==> src/rtl/div_ctrl_pkg.sv <==
// Shared types and constants for the iterative DIV/DIVU controller.
// The state encoding matches the pipeline's legacy Div* macro values.
package div_ctrl_pkg;

    localparam int DIV_DATA_W = 32;
    localparam int DIV_CNT_W  = 6;

    typedef enum logic [1:0] {
        DIV_FREE    = 2'b00,
        DIV_BY_ZERO = 2'b01,
        DIV_ON      = 2'b10,
        DIV_END     = 2'b11
    } div_state_e;

    localparam logic DIV_RESULT_READY     = 1'b1;
    localparam logic DIV_RESULT_NOT_READY = 1'b0;
    localparam logic DIV_START            = 1'b1;
    localparam logic DIV_STOP             = 1'b0;

endpackage

==> src/rtl/div_ctrl_if.sv <==
// EX-stage divide request/result bundle.
// The master drives the request, and the slave (div_ctrl) returns results and the stall.
interface div_ctrl_if #(
    parameter int DATA_W = div_ctrl_pkg::DIV_DATA_W
);

    logic              flush;
    logic              div_start;
    logic              signed_div;
    logic [DATA_W-1:0] dividend;
    logic [DATA_W-1:0] divisor;
    logic [DATA_W-1:0] quotient;
    logic [DATA_W-1:0] remainder;
    logic              ready;
    logic              stallreq_from_ex;

    modport master (
        output flush, div_start, signed_div, dividend, divisor,
        input  quotient, remainder, ready, stallreq_from_ex
    );

    modport slave (
        input  flush, div_start, signed_div, dividend, divisor,
        output quotient, remainder, ready, stallreq_from_ex
    );

endinterface

==> src/rtl/div_step.sv <==
// One radix-2 restoring division step: shift in one dividend bit, do a trial
// subtract of the divisor, and keep the shifted value if the subtract borrows.
module div_step
    import div_ctrl_pkg::*;
#(
    parameter int DATA_W = DIV_DATA_W
) (
    input  logic [DATA_W:0]   prem_in,
    input  logic              dvd_bit,
    input  logic [DATA_W-1:0] divisor,
    output logic [DATA_W:0]   prem_out,
    output logic              quo_bit
);

    logic [DATA_W:0] shifted;
    logic [DATA_W:0] diff;
    logic            borrow;

    always_comb begin
        shifted       = {prem_in[DATA_W-1:0], dvd_bit};
        {borrow, diff} = {1'b0, shifted} - {2'b00, divisor};
        // A set bit shifted out of the top means the true value already exceeds the divisor.
        quo_bit  = prem_in[DATA_W] | ~borrow;
        prem_out = quo_bit ? diff : shifted;
    end

endmodule

==> src/rtl/div_ctrl.sv <==
// Multi-cycle DIV/DIVU controller: FSM, iteration counter, operand registers and
// sign fix-up around a combinational restoring step. It stalls EX until ready.
module div_ctrl
    import div_ctrl_pkg::*;
#(
    parameter int DATA_W = DIV_DATA_W,
    parameter int CNT_W  = DIV_CNT_W
) (
    input  logic     clk,
    input  logic     resetn,
    div_ctrl_if.slave bus
);

    div_state_e        state_q, state_d;
    logic [CNT_W-1:0]  cnt_q, cnt_d;
    logic              ready_q, ready_d;
    logic [DATA_W-1:0] quotient_q, quotient_d;
    logic [DATA_W-1:0] remainder_q, remainder_d;
    logic [DATA_W-1:0] dvd_q, dvd_d;
    logic [DATA_W-1:0] dvs_q, dvs_d;
    logic [DATA_W:0]   prem_q, prem_d;
    logic              neg_quo_q, neg_quo_d;
    logic              neg_rem_q, neg_rem_d;

    logic [DATA_W:0]   step_prem;
    logic              step_quo;

    function automatic logic [DATA_W-1:0] abs_op(input logic [DATA_W-1:0] v, input logic sgn);
        return (sgn && v[DATA_W-1]) ? -v : v;
    endfunction

    div_step #(.DATA_W(DATA_W)) u_step (
        .prem_in  (prem_q),
        .dvd_bit  (dvd_q[DATA_W-1]),
        .divisor  (dvs_q),
        .prem_out (step_prem),
        .quo_bit  (step_quo)
    );

    always_comb begin
        // NOTE: every output gets a default first so no path leaves a latch behind.
        state_d     = state_q;
        cnt_d       = cnt_q;
        ready_d     = DIV_RESULT_NOT_READY;
        quotient_d  = quotient_q;
        remainder_d = remainder_q;
        dvd_d       = dvd_q;
        dvs_d       = dvs_q;
        prem_d      = prem_q;
        neg_quo_d   = neg_quo_q;
        neg_rem_d   = neg_rem_q;

        if (bus.flush) begin
            state_d = DIV_FREE;
            cnt_d   = '0;
        end else begin
            unique case (state_q)
                DIV_FREE: begin
                    if (bus.div_start == DIV_START) begin
                        dvd_d     = abs_op(bus.dividend, bus.signed_div);
                        dvs_d     = abs_op(bus.divisor, bus.signed_div);
                        neg_quo_d = bus.signed_div & (bus.dividend[DATA_W-1] ^ bus.divisor[DATA_W-1]);
                        neg_rem_d = bus.signed_div & bus.dividend[DATA_W-1];
                        prem_d    = '0;
                        cnt_d     = '0;
                        state_d   = (bus.divisor == '0) ? DIV_BY_ZERO : DIV_ON;
                    end
                end

                DIV_BY_ZERO: begin
                    quotient_d  = '0;
                    remainder_d = '0;
                    ready_d     = DIV_RESULT_READY;
                    state_d     = DIV_END;
                end

                DIV_ON: begin
                    // Quotient bits shift into the low end as the dividend shifts out the top.
                    prem_d = step_prem;
                    dvd_d  = {dvd_q[DATA_W-2:0], step_quo};
                    cnt_d  = cnt_q + CNT_W'(1);
                    if (cnt_q == CNT_W'(DATA_W - 1)) begin
                        quotient_d  = neg_quo_q ? -dvd_d : dvd_d;
                        remainder_d = neg_rem_q ? -step_prem[DATA_W-1:0] : step_prem[DATA_W-1:0];
                        cnt_d       = '0;
                        ready_d     = DIV_RESULT_READY;
                        state_d     = DIV_END;
                    end
                end

                DIV_END: begin
                    state_d = DIV_FREE;
                end

                default: begin
                    state_d = DIV_FREE;
                end
            endcase
        end
    end

    // NOTE: operand and partial-remainder registers are reset too, so an abandoned
    // operation leaves nothing behind; state uses non-blocking assignments only.
    always_ff @(posedge clk or negedge resetn) begin
        if (!resetn) begin
            state_q     <= DIV_FREE;
            cnt_q       <= '0;
            ready_q     <= DIV_RESULT_NOT_READY;
            quotient_q  <= '0;
            remainder_q <= '0;
            dvd_q       <= '0;
            dvs_q       <= '0;
            prem_q      <= '0;
            neg_quo_q   <= 1'b0;
            neg_rem_q   <= 1'b0;
        end else begin
            state_q     <= state_d;
            cnt_q       <= cnt_d;
            ready_q     <= ready_d;
            quotient_q  <= quotient_d;
            remainder_q <= remainder_d;
            dvd_q       <= dvd_d;
            dvs_q       <= dvs_d;
            prem_q      <= prem_d;
            neg_quo_q   <= neg_quo_d;
            neg_rem_q   <= neg_rem_d;
        end
    end

    assign bus.quotient         = quotient_q;
    assign bus.remainder        = remainder_q;
    assign bus.ready            = ready_q;
    assign bus.stallreq_from_ex = bus.div_start && (ready_q != DIV_RESULT_READY);

endmodule

==> src/flat_wrapper.sv <==
// flat-port wrapper written by rule: the top's interface ports become plain ports
module div_ctrl_flat import div_ctrl_pkg::*;
#(
    parameter int DATA_W = DIV_DATA_W,
    parameter int CNT_W  = DIV_CNT_W
)
  (clk, resetn, bus_flush, bus_div_start, bus_signed_div, bus_dividend, bus_divisor, bus_quotient, bus_remainder, bus_ready, bus_stallreq_from_ex);
  div_ctrl_if #(.DATA_W(DATA_W)) bus_i ();
  input  logic clk;
  input  logic resetn;
  input wire logic [$bits(bus_i.flush)-1:0] bus_flush;
  input wire logic [$bits(bus_i.div_start)-1:0] bus_div_start;
  input wire logic [$bits(bus_i.signed_div)-1:0] bus_signed_div;
  input wire logic [$bits(bus_i.dividend)-1:0] bus_dividend;
  input wire logic [$bits(bus_i.divisor)-1:0] bus_divisor;
  output wire logic [$bits(bus_i.quotient)-1:0] bus_quotient;
  output wire logic [$bits(bus_i.remainder)-1:0] bus_remainder;
  output wire logic [$bits(bus_i.ready)-1:0] bus_ready;
  output wire logic [$bits(bus_i.stallreq_from_ex)-1:0] bus_stallreq_from_ex;
  assign bus_i.flush = bus_flush;
  assign bus_i.div_start = bus_div_start;
  assign bus_i.signed_div = bus_signed_div;
  assign bus_i.dividend = bus_dividend;
  assign bus_i.divisor = bus_divisor;
  assign bus_quotient = bus_i.quotient;
  assign bus_remainder = bus_i.remainder;
  assign bus_ready = bus_i.ready;
  assign bus_stallreq_from_ex = bus_i.stallreq_from_ex;
  div_ctrl #(.DATA_W(DATA_W), .CNT_W(CNT_W)) u_core (.clk(clk), .resetn(resetn), .bus(bus_i));
endmodule
==> config.mk <==
export PLATFORM = sky130hd
export DESIGN_NAME = div_ctrl_flat
export DESIGN_NICKNAME = d
export VERILOG_FILES = /design/src/rtl/div_ctrl_pkg.sv /design/src/rtl/div_ctrl_if.sv /design/src/rtl/div_step.sv /design/src/rtl/div_ctrl.sv /design/src/flat_wrapper.sv
export SDC_FILE = /design/constraint.sdc
export NUM_CORES = 1
export LEC_CHECK = 0
export ABC_AREA = 1
export CAP_MARGIN = 20
export CORE_UTILIZATION = 60
export DETAILED_ROUTE_END_ITERATION = 16
export PLACE_DENSITY = 0.89
export RECOVER_POWER = 25
export SLEW_MARGIN = 25
export SYNTH_ARGS = -nofsm -noshare
export SYNTH_HDL_FRONTEND = slang
export SYNTH_SLANG_ARGS = --single-unit
==> constraint.sdc <==
create_clock -name clk -period 6.94 [get_ports clk]
set_input_delay 1.388 -clock clk [delete_from_list [all_inputs] [get_ports clk]]
set_output_delay 1.388 -clock clk [all_outputs]
set_load 0.05 [all_outputs]
==> flow_summary.yaml, run 1 <==
status:
  status: "finished with violations"
  violations: "capacitance limit, slew limit"
timing:
  slew_viol_final: 28
  fmax_mhz: 200
  hold_viol: 0
  setup_violations: 0
  setup_tns_ns: 0
  post-route-min-period_ns: 4.99
  worst_slew_pin_slew_ns: 1.63
  finalCritPeriodShare_pct: 71.9
  relSlewSlack_pct: -8.68
  finalClockSkew_ns: 0.0149
  rsz0062_at_grt: "no"
cts:
  cts_resized: 0
  post_cts_buffers: 0
  cts_buffers: 17
  clk_latency_ns: 0.44
  htree_levels: 4
  cts_hold_buf: 0
  cts_tree: "done"
  cts_buffer_depth: 2
  cts_root_buffer: "clkbuf_16"
  clock-sinks: 172
  clkTransAtPathRegs_ns: 0.08
synth:
  synth.largest_area_cell: "dfrtp_1"
  synthTopCellsByArea: "dfrtp_1, nand2_1, o21ai_0"
  synth_cell_types: 56
  syn-num-nets: 2006
  ys_seq_area_share_pct: 33.7
  synth.avg_cell_area_um2: 6.74
  synth-edff-count: 0
  yosysWarnings: 0
  syn_area_mm2: 0.0128
  synthFlopType: "dfrtp_1"
  synth-seq-cells: 172
  async_flop_share_pct: 100
  netlist_instances: 1896
  synth_top_cell_area_share_pct: 33.7
power:
  p_sw_share_pct: 57.3
  sequentialPowerShare_pct: 19.2
  intPower_mw: 3.46
  power.total_mw: 8.11
  p_per_area_mw_per_mm2: 546
  ir_drop_mv: 0.428
  p_leak_nw: 7.35
  p_switching_mw: 4.65
  combPwrFrac_pct: 68.8
  power_frac_clock_pct: 12.0
global_routing:
  grt_first_pass_wirelength_um: 65400
  grt_pass1_vias: 12600
  antenna_found_initial: 0
  grt_max_degree: 88
  grt_remaining_overflow: 0
  grt_util_all_layers_pct: 38.3
routing:
  detail-route-antenna-nets: 0
  vias: 13500
  drt_first_iter_violations: 1247
  wirelength_um: 40800
  met3WireLength_um: 3560
  drc_errors: 0
  firstDrtPassIters: 7
  viasPerCell: 5.88
  routed-wl-met2_um: 19300
  m1WireLength_um: 16300
  dr.max_layer_used: "met4"
  wl_per_cell_um: 17.8
floorplanning:
  start_util_pct: 61.0
  die_y_um: 148
  fp-row-count: 53
  core_mm2: 0.0210
  dieArea_mm2: 0.0219
  boundaryPins: 135
  die_x_um: 148
critical_path:
  r2r_slack_ns: 1.95
  cpPeakStageDelay_ns: 0.42
  path_common_cell: "nand2_1"
  arrival_ns: 5.31
  slowest_stage: "dfrtp_1"
  path_max_fanout: 46
  path_class: "reg -> reg"
  cp-end-kind: "flop"
  rr_startpoint: "u_core.prem_q[21]$_DFFE_PN0P_"
  critPathLaunch: "u_core.prem_q[21]$_DFFE_PN0P_"
  crit_required_ns: 7.26
  critPathLaunchType: "flop"
finish:
  drive_gt1_share_pct: 6.70
  diodes: 0
  nets: 2113
  syn2layout_area_growth_pct: 16.2
  fillers: 1798
place:
  numPortBuffers: 134
  gp_congestion: 0.971
  hpwlAfterDp_um: 30800
run:
  maxCapViolations: 1
worst_hold_path:
  hp-class: "reg -> reg"
  hold_path.startpoint: "u_core.bus.remainder[4]$_DFFE_PN0P_"
## logic make-up after synthesis
| family | count (synthesis) | share of synthesized area [%] |
|---|---|---|
| simple gates | 945 | 32.5 |
| compound gates | 382 | 16.7 |
| buf+inv | 303 | 9.43 |
| flops | 172 | 33.7 |
| xor+xnor | 53 | 3.63 |
| fa+ha+maj | 41 | 4.07 |
## stage by stage
| step | util (%) | worst slack, ns | hold slack [ns] | cell area, µm² | cells |
|---|---|---|---|---|---|
| floorplan | - | 3.38 | 0.453 | 12800 | 1896 |
| global placement | 68.2 | 2.27 | 0.464 | 14300 | 2259 |
| detailed placement | 68.2 | 2.12 | 0.469 | 14300 | 2259 |
| CTS | 70.9 | 2.08 | 0.488 | 14900 | 2290 |
| global route | 70.9 | 1.51 | 0.502 | 14900 | 2290 |
| finish | 70.9 | 1.95 | 0.484 | 14900 | 2290 |
## layout make-up
type                       count  area [µm²]  share of cell area [%]
inverter                     245         921                    6.20
multi-input combinational   1421        7280                    49.0
clock inverter                13         139                   0.935
sequential                   172        4300                    29.0
clock buffer                  18         439                    2.96
timing repair buffer         146        1430                    9.62
tap                          275         344                    2.32
## layout by cell type, fill, tap and decap left out, drive strengths merged, types with 7 or more instances in the layout
cell type      count
nand2            553
inv              251
o21ai            214
dfrtp            172
nor2             172
clkdlybuf4s50    133
nand3            120
a21oi             98
nor3              46
xor2              40
ha                40
nand4             23
clkbuf            19
o211ai            18
o22ai             14
xnor2             13
or2               12
buf               12
a31oi              9
nor4               8
o21bai             7
clkinv             7
## path summary, 6_finish.rpt
| check | depth (start not counted) | end |
|---|---|---|
| max | 26 | u_core.bus.quotient[30]$_DFFE_PN0P_ |
| min | 2 | u_core.bus.remainder[4]$_DFFE_PN0P_ |
| max reg2reg | 26 | u_core.bus.quotient[30]$_DFFE_PN0P_ |
| min reg2reg | 2 | u_core.bus.remainder[4]$_DFFE_PN0P_ |
| max in group asynchronous | 2 | u_core.dvs_q[10]$_DFFE_PN0P_ |
| min in group asynchronous | 1 | u_core.dvs_q[23]$_DFFE_PN0P_ |
## synthesized netlist by cell type, drive strengths merged, types with 2 or more instances
cell type	number
a211oi	2
a21o	2
a21oi	98
a22oi	2
a31oi	9
a32o	4
buf	15
clkbuf	43
clkinv	2
dfrtp	172
ha	40
inv	243
nand2	553
nand3	120
nand3b	5
nand4	23
nor2	172
nor3	46
nor3b	2
nor4	8
o211ai	18
o21ai	214
o21bai	7
o221ai	4
o22ai	14
o31ai	5
or2	12
xnor2	13
xor2	40
## registers in the layout, summed over array words and instances, names as in the netlist
name	flops
u_core.prem_q	33
u_core.bus.quotient	32
u_core.bus.remainder	32
u_core.dvd_q	32
u_core.dvs_q	32
u_core.cnt_q	6
u_core.state_q	2
u_core.bus.ready	1
u_core.neg_quo_q	1
u_core.neg_rem_q	1
## power groups by stage
stage	clock network (mW)	logic [mW]	registers (mW)
after CTS	0.971	5.46	1.55
final	0.970	5.58	1.56
after floorplan	0	4.11	1.53
after detailed placement	0	5.41	1.56
after global routing	1.01	6.18	1.59
after global placement	0	5.32	1.55
## critical path, delay by kind of cell, from the launching register on
kind,cells,cell delay (ns)
AND/OR/NAND/NOR,13,2.02
AO/OA/AOI/OAI,8,1.32
adder cells (fa/ha/maj),2,0.57
buffers and inverters,3,0.51
flip-flops,1,0.42
## routing by layer
metal | global-route usage (%) | up-vias
met5 | 0 | -
met4 | 18.0 | 0
met3 | 5.06 | 117
met2 | 63.0 | 730
met1 | 49.9 | 6232
li1 | - | 6395
Power figures use the tool's default switching activity.
==> inputs of run 2 (changes only) <==
Settings changed: CORE_UTILIZATION 60 to 53, PLACE_DENSITY 0.89 to 0.83.
Clock period 6.94 ns to 4.4 ns, I/O delays scaled along.
==> flow_summary.yaml, run 2 (synthesis gave the netlist of run 1 again) <==
status:
  status: "finished with violations"
  violations: "capacitance limit, slew limit"
power:
  p_per_area_mw_per_mm2: 860
  p_leak_nw: 7.41
  ir_drop_mv: 0.502
timing:
  setup_tns_ns: 0
  rsz0062_at_grt: "no"
  relSlewSlack_pct: -27.4
  finalClockSkew_ns: 0.0145
  slew_viol_final: 103
  finalCritPeriodShare_pct: 90.3
  fmax_mhz: 252
  hold_viol: 0
  worst_slew_pin_slew_ns: 1.91
  setup_violations: 0
  post-route-min-period_ns: 3.98
cts:
  htree_levels: 4
  clk_latency_ns: 0.44
  cts_root_buffer: "clkbuf_16"
  clkTransAtPathRegs_ns: 0.08
  clock-sinks: 172
  cts_buffer_depth: 2
  cts_buffers: 17
  cts_tree: "done"
place:
  place_area_mm2: 0.0144
  gp_congestion: 0.977
  numPortBuffers: 134
  hpwlAfterDp_um: 32000
  dp.cells: 2314
routing:
  wl_per_cell_um: 17.8
  wirelength_um: 41800
  vias: 13400
  detail-route-antenna-nets: 0
  firstDrtPassIters: 8
  drc_errors: 0
  viasPerCell: 5.69
  drt_first_iter_violations: 1203
floorplanning:
  boundaryPins: 135
  die_y_um: 157
  core_mm2: 0.0235
  die_x_um: 157
  dieArea_mm2: 0.0247
  fp-row-count: 56
  start_util_pct: 54.3
finish:
  regMostFlops: "u_core.prem_q"
  largest_reg_flops: 33
  stdcell_area_mm2: 0.0150
  syn2layout_area_growth_pct: 17.6
  fin_util_pct: 63.9
  layout_common_cells: "nand2_1, inv_1, o21ai_0"
  drive_gt1_share_pct: 7.40
  diodes: 0
  final_cell_count_no_fill: 2347
  nets: 2125
  fillers: 2173
  multiInputGateArea_mm2: 0.00729
  layout_commonest_cell: "nand2_1"
  seqCellArea_mm2: 0.00430
critical_path:
  path_max_fanout: 7
  rr_startpoint: "u_core.prem_q[11]$_DFFE_PN0P_"
  critPathLaunch: "u_core.prem_q[11]$_DFFE_PN0P_"
  crit_required_ns: 4.72
  path_class: "reg -> reg"
  cp-end-kind: "flop"
  path_common_cell: "nand2_1"
  reg2regPathDepth: 28
  slowest_stage: "dfrtp_1"
  r2r_slack_ns: 0.42
  arrival_ns: 4.30
  r2r_end: "u_core.bus.quotient[30]$_DFFE_PN0P_"
  cpPeakStageDelay_ns: 0.41
  critPathLaunchType: "flop"
  crit_end: "u_core.bus.quotient[30]$_DFFE_PN0P_"
global_routing:
  grt_util_all_layers_pct: 35.4
  antenna_found_initial: 0
  grt_max_degree: 69
  grt_remaining_overflow: 0
  grt_first_pass_wirelength_um: 67300
  grt_pass1_vias: 12600
run:
  maxCapViolations: 2
worst_hold_path:
  hp-class: "reg -> reg"
## run 2: layout make-up
| cell class | count | share of cell area [%] |
|---|---|---|
| clock inverter | 14 | 1.11 |
| clock buffer | 18 | 2.92 |
| timing repair buffer | 158 | 10.0 |
| tap | 319 | 2.65 |
| sequential | 172 | 28.6 |
| multi-input combinational | 1421 | 48.5 |
| inverter | 245 | 6.13 |
## run 2: worst min path at each step
stage | from | endpoint | slack (ns) | cells past startpoint
5_1_grt | u_core.bus.remainder[27]$_DFFE_PN0P_ | u_core.bus.remainder[27]$_DFFE_PN0P_ | 0.51 | 2
2_1_floorplan | u_core.dvs_q[10]$_DFFE_PN0P_ | u_core.dvs_q[10]$_DFFE_PN0P_ | 0.45 | 2
3_3_place_gp | u_core.bus.quotient[2]$_DFFE_PN0P_ | u_core.bus.quotient[2]$_DFFE_PN0P_ | 0.46 | 2
4_1_cts | resetn | u_core.dvs_q[14]$_DFFE_PN0P_ | 0.48 | 1
3_5_place_dp | u_core.bus.remainder[23]$_DFFE_PN0P_ | u_core.bus.remainder[23]$_DFFE_PN0P_ | 0.47 | 2
6_report | u_core.bus.remainder[23]$_DFFE_PN0P_ | u_core.bus.remainder[23]$_DFFE_PN0P_ | 0.48 | 2
## run 2: timing repair
action,CTS,global route
setup endpoints to repair,0,4
buffers inserted,0,1
hold buffers,0,0
gates resized for setup,0,4
## run 2: through the flow
step	total power [mW]	worst slack (ns)	hold WS [ns]
after floorplan	8.90	0.843	0.453
after global placement	11.0	0.458	0.460
after detailed placement	11.1	0.344	0.466
after CTS	12.7	0.307	0.485
final	12.9	0.425	0.481
after global routing	14.1	0.0401	0.506
## run 2: routing by layer
| metal | global-route usage [%] | vias to the layer above | routed length (µm) |
|---|---|---|---|
| met1 | 48.5 | 6180 | 17900 |
| li1 | - | 6434 | - |
| met2 | 57.3 | 667 | 19300 |
| met3 | 4.46 | 85 | 3360 |
| met4 | 12.5 | 0 | 1200 |
| met5 | 0 | - | 0 |
## run 2: power breakdown
group	switching (mW)	total, mW	internal [mW]	leakage (nW)
Combinational	6.21	8.92	2.72	4.84
Clock	0.791	1.58	0.787	0.296
Sequential	0.385	2.42	2.04	2.28
Total	7.38	12.9	5.54	7.41
## run 2: critical path: cells and delay by family (launching register included)
| family | cells | cell delay [ns] |
|---|---|---|
| flip-flops | 1 | 0.41 |
| AND/OR/NAND/NOR | 14 | 1.60 |
| AO/OA/AOI/OAI | 7 | 0.97 |
| adder cells (fa/ha/maj) | 2 | 0.50 |
| buffers and inverters | 5 | 0.37 |
